===== src/rtl/noc_vc_link_arbiter.sv =====
// Virtual-channel link arbiter: picks one VC FIFO head per cycle, forwards it as a
// registered flit, keeps wormhole packets contiguous and tracks downstream credits.
module noc_vc_link_arbiter #(
    parameter int CHANNELS   = 2,
    parameter int FLIT_WIDTH = 32,
    parameter int CREDITS    = 8,
    parameter int CW         = $clog2(CREDITS + 1)
) (
    input  logic                           noc_clk,
    input  logic                           noc_rst_n,
    input  logic                           i_clear,
    input  logic [CHANNELS-1:0]            i_valid,
    input  logic [CHANNELS*FLIT_WIDTH-1:0] i_flit,
    output logic [CHANNELS-1:0]            o_pop,
    output logic [CHANNELS-1:0]            o_valid,
    output logic [FLIT_WIDTH-1:0]          o_flit,
    input  logic [CHANNELS-1:0]            i_credit_return,
    output logic                           o_credit_err,
    output logic                           o_locked
);
    localparam int VW = (CHANNELS > 1) ? $clog2(CHANNELS) : 1;

    typedef enum logic {
        IDLE   = 1'b0,
        LOCKED = 1'b1
    } lock_state_e;

    lock_state_e             state_q, state_d;
    logic [VW-1:0]           lock_vc_q, lock_vc_d;
    logic [VW-1:0]           rr_ptr_q, rr_ptr_d;
    logic [CW-1:0]           credit_q [CHANNELS];
    logic [CW-1:0]           credit_d [CHANNELS];
    logic [CHANNELS-1:0]     valid_q, valid_d;
    logic [FLIT_WIDTH-1:0]   flit_q, flit_d;
    logic                    err_q, err_d;

    logic [CHANNELS-1:0]     eligible;
    logic [CHANNELS-1:0]     grant;
    logic [VW-1:0]           win;
    logic                    found;
    logic [FLIT_WIDTH-1:0]   sel_flit;
    logic                    sel_head, sel_tail;
    int                      idx;

    always_comb begin
        for (int v = 0; v < CHANNELS; v++) begin
            eligible[v] = i_valid[v] && (credit_q[v] != '0);
        end
    end

    // NOTE: every signal assigned here gets a default first so no latch is inferred.
    always_comb begin
        grant = '0;
        win   = '0;
        found = 1'b0;
        idx   = 0;
        if (state_q == LOCKED) begin
            // A held lock blocks every other VC, even when the locked one cannot send.
            if (eligible[lock_vc_q]) begin
                grant[lock_vc_q] = 1'b1;
                win              = lock_vc_q;
            end
        end else begin
            for (int i = 0; i < CHANNELS; i++) begin
                idx = int'(rr_ptr_q) + i;
                if (idx >= CHANNELS) idx = idx - CHANNELS;
                if (!found && eligible[idx]) begin
                    found      = 1'b1;
                    grant[idx] = 1'b1;
                    win        = VW'(idx);
                end
            end
        end
    end

    assign sel_flit = i_flit[int'(win)*FLIT_WIDTH +: FLIT_WIDTH];
    assign sel_head = sel_flit[FLIT_WIDTH-1];
    assign sel_tail = sel_flit[FLIT_WIDTH-2];

    always_comb begin
        state_d   = state_q;
        lock_vc_d = lock_vc_q;
        rr_ptr_d  = rr_ptr_q;
        valid_d   = grant;
        flit_d    = flit_q;
        err_d     = err_q;
        if (|grant) begin
            flit_d   = sel_flit;
            rr_ptr_d = (int'(win) + 1 >= CHANNELS) ? '0 : win + VW'(1);
            if (state_q == IDLE && sel_head && !sel_tail) begin
                state_d   = LOCKED;
                lock_vc_d = win;
            end else if (state_q == LOCKED && sel_tail) begin
                state_d = IDLE;
            end
        end
        for (int v = 0; v < CHANNELS; v++) begin
            credit_d[v] = credit_q[v];
            if (grant[v] && !i_credit_return[v]) begin
                credit_d[v] = credit_q[v] - CW'(1);
            end else if (!grant[v] && i_credit_return[v]) begin
                if (credit_q[v] == CW'(CREDITS)) err_d = 1'b1;
                else                             credit_d[v] = credit_q[v] + CW'(1);
            end
        end
    end

    // NOTE: sequential state uses non-blocking assignments so all flops update together.
    always_ff @(posedge noc_clk) begin
        if (!noc_rst_n || i_clear) begin
            state_q   <= IDLE;
            lock_vc_q <= '0;
            rr_ptr_q  <= '0;
            valid_q   <= '0;
            flit_q    <= '0;
            err_q     <= 1'b0;
            for (int v = 0; v < CHANNELS; v++) credit_q[v] <= CW'(CREDITS);
        end else begin
            state_q   <= state_d;
            lock_vc_q <= lock_vc_d;
            rr_ptr_q  <= rr_ptr_d;
            valid_q   <= valid_d;
            flit_q    <= flit_d;
            err_q     <= err_d;
            credit_q  <= credit_d;
        end
    end

    assign o_pop        = grant;
    assign o_valid      = valid_q;
    assign o_flit       = flit_q;
    assign o_credit_err = err_q;
    assign o_locked     = (state_q == LOCKED);
endmodule


===== config.mk =====
export PLATFORM = sky130hd
export DESIGN_NAME = noc_vc_link_arbiter
export DESIGN_NICKNAME = d
export VERILOG_FILES = /design/src/rtl/noc_vc_link_arbiter.sv
export SDC_FILE = /design/constraint.sdc
export NUM_CORES = 1
export LEC_CHECK = 0
export CAP_MARGIN = 20
export CORE_ASPECT_RATIO = 1.25
export CORE_UTILIZATION = 35
export DETAILED_ROUTE_END_ITERATION = 6
export PLACE_DENSITY_LB_ADDON = 0.05
export SLEW_MARGIN = 10
export SYNTH_ARGS = -nofsm -noshare
export SYNTH_HDL_FRONTEND = slang
export SYNTH_SLANG_ARGS = --single-unit

===== constraint.sdc =====
create_clock -name noc_clk -period 2.53 [get_ports noc_clk]
set_input_delay 0.253 -clock noc_clk [delete_from_list [all_inputs] [get_ports noc_clk]]
set_output_delay 0.253 -clock noc_clk [all_outputs]
set_load 0.01 [all_outputs]

==> results of run 1 <==
[worst min path at each step]
stage / startpoint / to / slack (ns) / depth (start not counted)
finish: o_flit[21] / o_flit[21] / 0.50 / 2
global route: o_flit[6] / o_flit[6] / 0.53 / 2
CTS: o_flit[21] / o_flit[21] / 0.51 / 2
detailed placement: o_flit[10] / o_flit[10] / 0.49 / 2
global placement: o_flit[20] / o_flit[20] / 0.49 / 2
floorplan: i_flit[31] / lock_vc_q / 0.37 / 1
[cell usage after synthesis, drive strengths merged (2+ instances only)]
| cell type | instances | area (um2) |
|---|---|---|
| a211oi | 33 | 248 |
| a21oi | 7 | 35.0 |
| a31oi | 2 | 12.5 |
| a41oi | 2 | 17.5 |
| buf | 10 | 90.1 |
| clkbuf | 9 | 33.8 |
| dfxtp | 46 | 921 |
| ha | 8 | 100 |
| inv | 7 | 26.3 |
| mux2i | 32 | 320 |
| nand2 | 10 | 37.5 |
| nand2b | 4 | 25.0 |
| nor2 | 41 | 154 |
| nor2b | 2 | 12.5 |
| nor3 | 5 | 25.0 |
| o21ai | 5 | 25.0 |
| xnor2 | 4 | 35.0 |
| xor2 | 5 | 43.8 |
[where the power goes]
part	switching [mW]	internal (mW)	total, mW	leakage (nW)
clock network	0.234	0.211	0.445	0.0431
registers	0.0295	0.766	0.796	0.376
logic	0.214	0.293	0.507	1.13
total	0.477	1.27	1.75	1.55
[per-stage QoR]
stage / total power, mW / setup WS, ns
final: 1.75 / 0.199
after global routing: 1.85 / 0.0492
after CTS: 1.78 / 0.117
after detailed placement: 1.33 / 0.109
after global placement: 1.32 / 0.150
after floorplan: 1.08 / 0.0318
[registers in the layout, summed over array words and instances, names as in the netlist]
name          count
o_valid           2
o_credit_err      1
credit_q          8
rr_ptr_q          1
lock_vc_q         1
o_locked          1
o_flit           32
[what timing repair did]
item / CTS / global route
buffers inserted: 0 / 1
gates resized for setup: 0 / 0
hold buffers: 0 / 0
endpoints found under the setup margin: 0 / 1
[area by class of cell]
type | count | area [um2] | area share [%]
inverters | 7 | 26.3 | 0.725
well taps | 85 | 106 | 2.93
repair buffers | 124 | 1230 | 33.8
flip-flops and latches | 46 | 921 | 25.4
clock buffers | 6 | 82.6 | 2.28
multi-input cells | 176 | 1260 | 34.9
[layout by cell type, fill, tap and decap left out, drive strengths merged, types with 2 or more instances in the layout]
| cell type | synthesis | final |
|---|---|---|
| a211oi | 33 | 33 |
| a21oi | 7 | 7 |
| a31oi | 2 | 2 |
| a41oi | 2 | 2 |
| buf | 10 | 16 |
| clkbuf | 9 | 6 |
| clkdlybuf4s50 | 0 | 108 |
| dfxtp | 46 | 46 |
| ha | 8 | 8 |
| inv | 7 | 7 |
| mux2i | 32 | 32 |
| nand2 | 10 | 10 |
| nand2b | 4 | 4 |
| nor2 | 41 | 41 |
| nor2b | 2 | 2 |
| nor3 | 5 | 5 |
| o21ai | 5 | 5 |
| xnor2 | 4 | 4 |
| xor2 | 5 | 5 |
[metal layers]
| layer | vias to the layer above | global-route usage (%) | wire [um] | share of wire [%] |
|---|---|---|---|---|
| met3 | 6 | 6.79 | 463 | 8.2 |
| met4 | 0 | 5.35 | 75 | 1.3 |
| met1 | 926 | 19.6 | 2360 | 42 |
| li1 | 1114 | - | - | - |
| met2 | 66 | 28.3 | 2770 | 49 |
| met5 | - | 0 | 0 | 0 |
[worst min-delay path, stage by stage (launching register included)]
cell and delay (ns):
sky130_fd_sc_hd__dfxtp_1 0.31, sky130_fd_sc_hd__nor2_1 0.10, sky130_fd_sc_hd__a211oi_1 0.05
[cell families after synthesis]
| kind of cell | count (synthesis) | share of synthesized area, % |
|---|---|---|
| multiplexers | 32 | 13.8 |
| AND/OR/NAND/NOR | 66 | 12.1 |
| XOR/XNOR | 9 | 3.40 |
| flip-flops | 46 | 39.7 |
| AO/OA/AOI/OAI | 61 | 20.2 |
| buffers and inverters | 26 | 6.47 |
| adder cells (fa/ha/maj) | 8 | 4.31 |
==> impl_summary.log, run 1 <==
INFO  metric maxCapViolations = 0
INFO  metric vdd.ir_drop.worst = 0.234 mV
INFO  metric cts.htree.levels = 2
INFO  metric layoutNonFillerInstCount = 444
INFO  metric clock_insertion_delay_worst_skew = 0.29 ns
INFO  metric critical_path.cell_chain = o41a_1, buf_4, o311ai_4, inv_2, ha_1, xor2_1, ha_1, a21oi_1, xnor2_1, nand2_1, xor2_1, nor2_1
INFO  metric postRouteAntennaNets = 0
INFO  metric critical_path.n_buffers_inverters = 2
INFO  metric place_area = 3540 um2
INFO  metric area_inside_the_core_boundary = 6290 um2
INFO  metric rsz0062_at_grt = false
INFO  metric post-dp-hpwl = 4.32 mm
INFO  metric die-area = 6960 um2
INFO  metric synthesis.area_per_instance = 9.36 um2
INFO  metric starting_density_of_the_core = 36.9%
INFO  metric synth-warning-count = 0
INFO  metric grt_pass1_vias = 1997
INFO  metric crit_start = credit_q[2]
INFO  metric worstSetupPathDepth = 12
INFO  metric yosys.cell_types.count = 40
INFO  metric netlist_area_before_placement = 2320 um2
INFO  metric final_util = 57.7%
INFO  metric cts-root-buf = sky130_fd_sc_hd__clkbuf_8
INFO  metric std_cell_rows = 32
INFO  metric placement.io_buffers = 108
INFO  metric detailedRoute.firstPassIterationCount = 4
INFO  metric tritoncts_clock_tree = done
INFO  metric timing.slew.headroom = 61.4%
INFO  metric cts-buffers-inserted = 5
INFO  metric timing_max_transition_violations_final = 0
INFO  metric flow.area_growth_from_synthesis = 56.2%
INFO  metric diodes = 0
INFO  metric synth_edf_count = 0
INFO  metric grt_start_max_net_pins = 39
INFO  metric worstRegToRegCells = 12
INFO  metric cts.sink_count = 46
INFO  metric async_set_or_reset_register_ratio_after_synthesis = 0%
INFO  metric cts.reportedPaths.clkPinSlew = 0.08 ns
INFO  metric drc = 0
INFO  metric report.final.hold_viol_count = 0
INFO  metric fin_tns_setup = 0 ns
INFO  metric antenna_violations_before_repair = 0
INFO  metric reg2reg_from = credit_q[2]
INFO  metric die_width = 74.8 um
INFO  metric worst_slew_pin_slew = 0.578 ns
INFO  metric mappedNetlistNets = 327
INFO  metric gp_routability_congestion = 0.725
INFO  metric required = 2.71 ns
INFO  metric hold_class = reg -> reg
INFO  metric syn-instance-count = 248
INFO  metric clock-skew-final = 0.00642 ns
INFO  metric path_max_fanout = 6
INFO  metric final_layout_size_suffix_gt1_share = 7.52%
INFO  metric route.detailed.vias_per_inst = 4.76
INFO  metric pin_count = 109
INFO  metric path_delay_family = compound AO/OA/AOI/OAI gates
INFO  metric regToRegSetupSlack = 0.20 ns
INFO  metric critical_path.max_stage_delay = 0.44 ns
INFO  metric finalSetupViolCount = 0
INFO  metric fin_nets = 439
INFO  metric path_class = reg -> reg
INFO  metric die_y = 93.0 um
INFO  metric outcome = finished, final reports clean
INFO  metric power_density = 482 nW/um2
INFO  metric worst_path_max_delay_cell = sky130_fd_sc_hd__o41a_1
INFO  metric fmax = 429 MHz
INFO  metric layout.filler_cells = 578
INFO  metric final_cell_area = 3630 um2
INFO  metric cts_buffer_depth = 2
INFO  metric vias = 2112
INFO  metric global_route.usage.total = 17.0%
INFO  metric worstReg2RegEnd = credit_q[2]
INFO  metric critical_path.startpoint_type = flop
INFO  metric total_leakage_power = 1.55 nW
INFO  metric postSynth.topFlopCell = sky130_fd_sc_hd__dfxtp_1
INFO  metric grt_remaining_overflow = 0
INFO  metric synth-seq-cells = 46
INFO  metric final_critical_period = 2.33 ns
INFO  metric detailedRoute.firstIterationViolations = 54
INFO  metric cp-end-kind = flop
INFO  metric grt_first_pass_wirelength = 8.97 mm
INFO  metric yosysSeqAreaShare = 39.7%
INFO  metric detail_route.wirelength = 5.67 mm
INFO  metric wl_per_cell = 12.8 um
INFO  metric critical_path.endpoint = credit_q[2]
INFO  metric layout_worst_path_cycle_share = 92.1%
INFO  metric hold_ws = 0.503 ns
INFO  metric numPlacedInstances = 437
INFO  metric worst_ep_arrival_time = 2.52 ns
Note: power is estimated with default switching activity, not from simulation.
==> run 2: changes to the inputs <==
- CTS_BUF_LIST: default -> sky130_fd_sc_hd__clkbuf_16
- CTS_CLUSTER_DIAMETER: default -> 80
- GPL_TIMING_DRIVEN: default -> 0
==> run 2 against run 1 <==
Register-to-register slack worse by 0.08 ns. Count of clock-buffer cells in the layout is 1 lower. Global-route usage is 1.7 points higher. Final cell count is 2.0% higher. Sequential share of layout area is 1.1 points lower. Clock skew is 0.00052 ns higher. Worst setup slack worse by 0.083 ns. Hold slack worse by 0.0067 ns. Routed wire length is 8.2% higher.
==> impl_summary.log, run 2 (synthesized netlist as in run 1, its figures left out) <==
INFO  metric outcome = finished, final reports clean
INFO  metric regToRegSetupSlack = 0.12 ns (-0.08 ns)
INFO  metric clock-skew-final = 0.00693 ns (+0.000515 ns)
INFO  metric pin_count = 109 (unchanged)
INFO  metric flow.area_growth_from_synthesis = 64.2%
INFO  metric worst_ep_arrival_time = 2.56 ns (+0.04 ns)
INFO  metric clock_insertion_delay_worst_skew = 0.28 ns (about the same)
INFO  metric wl_per_cell = 13.5 um (+6.1%)
INFO  metric cts-buffers-inserted = 5 (unchanged)
INFO  metric detailedRoute.firstPassIterationCount = 4 (unchanged)
INFO  metric final_critical_period = 2.41 ns (+0.0833 ns)
INFO  metric die-area = 6960 um2 (unchanged)
INFO  metric drc = 0 (unchanged)
INFO  metric largest_register_ffs = 32 (unchanged)
INFO  metric timing_max_transition_violations_final = 0 (unchanged)
INFO  metric combPwrFrac = 24.8% (-4.2 points)
INFO  metric cts.reportedPaths.clkPinSlew = 0.06 ns (-0.02 ns)
INFO  metric power.share.switching = 24.4% (-2.9 points)
INFO  metric worstReg2RegEnd = credit_q[6]
INFO  metric path_class = reg -> reg
INFO  metric layout_worst_path_cycle_share = 95.4% (+3.3 points)
INFO  metric cts-root-buf = sky130_fd_sc_hd__clkbuf_16
INFO  metric die_y = 93.0 um (unchanged)
INFO  metric report.final.hold_viol_count = 0 (unchanged)
INFO  metric p_sw = 529 uW (+11%)
INFO  metric power.clock.fraction = 38.2% (+13 points)
INFO  metric reg2reg_from = credit_q[1]
INFO  metric detail_route.wirelength = 6.13 mm (+8.2%)
INFO  metric layout.cells.most_common_list = 108 x sky130_fd_sc_hd__clkdlybuf4s50_1, 42 x sky130_fd_sc_hd__dfxtp_1, 41 x sky130_fd_sc_hd__nor2_1, 33 x sky130_fd_sc_hd__a211oi_1, 32 x sky130_fd_sc_hd__mux2i_1
INFO  metric total_leakage_power = 1.59 nW (+2.7%)
INFO  metric vias = 2222 (+5.2%)
INFO  metric diodes = 0 (unchanged)
INFO  metric whs_endpoint = o_flit[20]
INFO  metric fin_tns_setup = 0 ns (unchanged)
INFO  metric cts.sink_count = 46 (unchanged)
INFO  metric cp-end-kind = flop
INFO  metric hold_class = reg -> reg
INFO  metric share_seq_of_total_power = 36.9% (-8.6 points)
INFO  metric grt_remaining_overflow = 0 (unchanged)
INFO  metric route.detailed.vias_per_inst = 4.91 (+3.1%)
INFO  metric path_max_fanout = 7 (+1)
INFO  metric final_util = 60.6% (+2.9 points)
INFO  metric fin_nets = 446 (+1.6%)
INFO  metric grt_pass1_vias = 2192 (+9.8%)
INFO  metric global_route.usage.total = 18.7% (+1.7 points)
INFO  metric tritoncts_clock_tree = done
INFO  metric detailedRoute.firstIterationViolations = 63 (+17%)
INFO  metric cts_buffer_depth = 2 (unchanged)
INFO  metric starting_density_of_the_core = 36.9% (unchanged)
INFO  metric maxCapViolations = 0 (unchanged)
INFO  metric cts.htree.levels = 2 (unchanged)
INFO  metric required = 2.68 ns (-0.03 ns)
INFO  metric placement.io_buffers = 108 (unchanged)
INFO  metric internal_power = 1.64 mW (+29%)
INFO  metric std_cell_rows = 32 (unchanged)
INFO  metric critical_path.startpoint_type = flop
INFO  metric gp_routability_congestion = 0.755 (+4.1%)
INFO  metric layout_commonest_cell = sky130_fd_sc_hd__clkdlybuf4s50_1
INFO  metric worstRegToRegCells = 13 (+1)
INFO  metric post-dp-hpwl = 4.55 mm (+5.3%)
INFO  metric grt_first_pass_wirelength = 10.1 mm (+13%)
INFO  metric area_inside_the_core_boundary = 6290 um2 (unchanged)
INFO  metric final_layout_size_suffix_gt1_share = 9.51% (+2.0 points)
INFO  metric worst_slew_pin_slew = 0.499 ns (-0.0791 ns)
INFO  metric die_width = 74.8 um (unchanged)
INFO  metric grt_start_max_net_pins = 15 (-62%)
INFO  metric antenna_violations_before_repair = 0 (unchanged)
INFO  metric hp-start = o_flit[20]
INFO  metric vdd.ir_drop.worst = 0.363 mV (+55%)
INFO  metric timing.slew.headroom = 66.7% (+5.3 points)
INFO  metric power_density = 569 nW/um2 (+18%)
INFO  metric finalSetupViolCount = 0 (unchanged)
INFO  metric min_path_cells = 2 (unchanged)
INFO  metric postRouteAntennaNets = 0 (unchanged)
INFO  metric fmax = 414 MHz (-3.4%)
## run 2: critical path: stages, from the launching register on
cell                      delay, ns
sky130_fd_sc_hd__dfxtp_1       0.31
sky130_fd_sc_hd__buf_6         0.12
sky130_fd_sc_hd__o41a_1        0.49
sky130_fd_sc_hd__nand2_1       0.13
sky130_fd_sc_hd__o21ai_2       0.08
sky130_fd_sc_hd__inv_1         0.15
sky130_fd_sc_hd__ha_4          0.19
sky130_fd_sc_hd__xor2_1        0.07
sky130_fd_sc_hd__ha_1          0.18
sky130_fd_sc_hd__a21oi_1       0.14
sky130_fd_sc_hd__xnor2_1       0.13
sky130_fd_sc_hd__nand2_1       0.08
sky130_fd_sc_hd__xor2_1        0.15
sky130_fd_sc_hd__nor2_1        0.05
## run 2: how the worst max path moves through the flow
stage                     slack (ns)  cells after the start           to   startpoint
after floorplan                 0.03                     13  credit_q[2]  credit_q[1]
after global placement         -0.25                     13  credit_q[2]   i_valid[0]
after detailed placement       -0.31                     13  credit_q[2]   i_valid[0]
after CTS                       0.04                     14  credit_q[2]  credit_q[5]
after global routing           -0.06                     12  credit_q[6]  credit_q[3]
final                           0.12                     13  credit_q[6]  credit_q[1]
## run 2: routing by layer
layer | vias up | GRT usage (%) | wire length, um
li1 | 1127 | - | -
met1 | 1009 | 21.9 | 2450
met2 | 72 | 31.0 | 3110
met3 | 14 | 6.36 | 452
met4 | 0 | 7.08 | 121
met5 | - | 0 | 0
## run 2: cell type report
type                       count  area (um2)
buffer                        18         126
clock buffer                   5         125
clock inverter                 3        63.8
fill                         568        2470
inverter                       7        26.3
multi-input combinational    176        1320
sequential                    46         926
tap                           85         106
timing repair buffer         113        1120
## run 2: timing repair
action / CTS / global route
pin swaps: 3 / 2
resized for setup: 5 / 10
endpoints found under the hold margin: 0 / 0
endpoints found under the setup margin: 3 / 4
hold buffers: 0 / 0
setup buffers: 4 / 1
## run 2: metrics by stage
step	cell area [um2]	hold WS [ns]	instances	setup WS, ns	power (mW)
4_1_cts	3750	0.500	453	0.0412	2.17
6_report	3810	0.496	453	0.115	2.17
3_5_place_dp	3520	0.492	441	-0.307	1.33
5_1_grt	3810	0.519	453	-0.0585	2.27
2_1_floorplan	2330	0.374	248	0.0318	1.08
3_3_place_gp	3520	0.485	441	-0.254	1.33
## run 2: power by group through the flow
stage                     Sequential (mW)  Combinational, mW  Clock, mW
after floorplan                     0.825              0.258          0
after global placement              0.807              0.521          0
after detailed placement            0.808              0.525          0
after CTS                           0.793              0.539      0.842
after global routing                0.806              0.590      0.873
final                               0.800              0.539      0.829
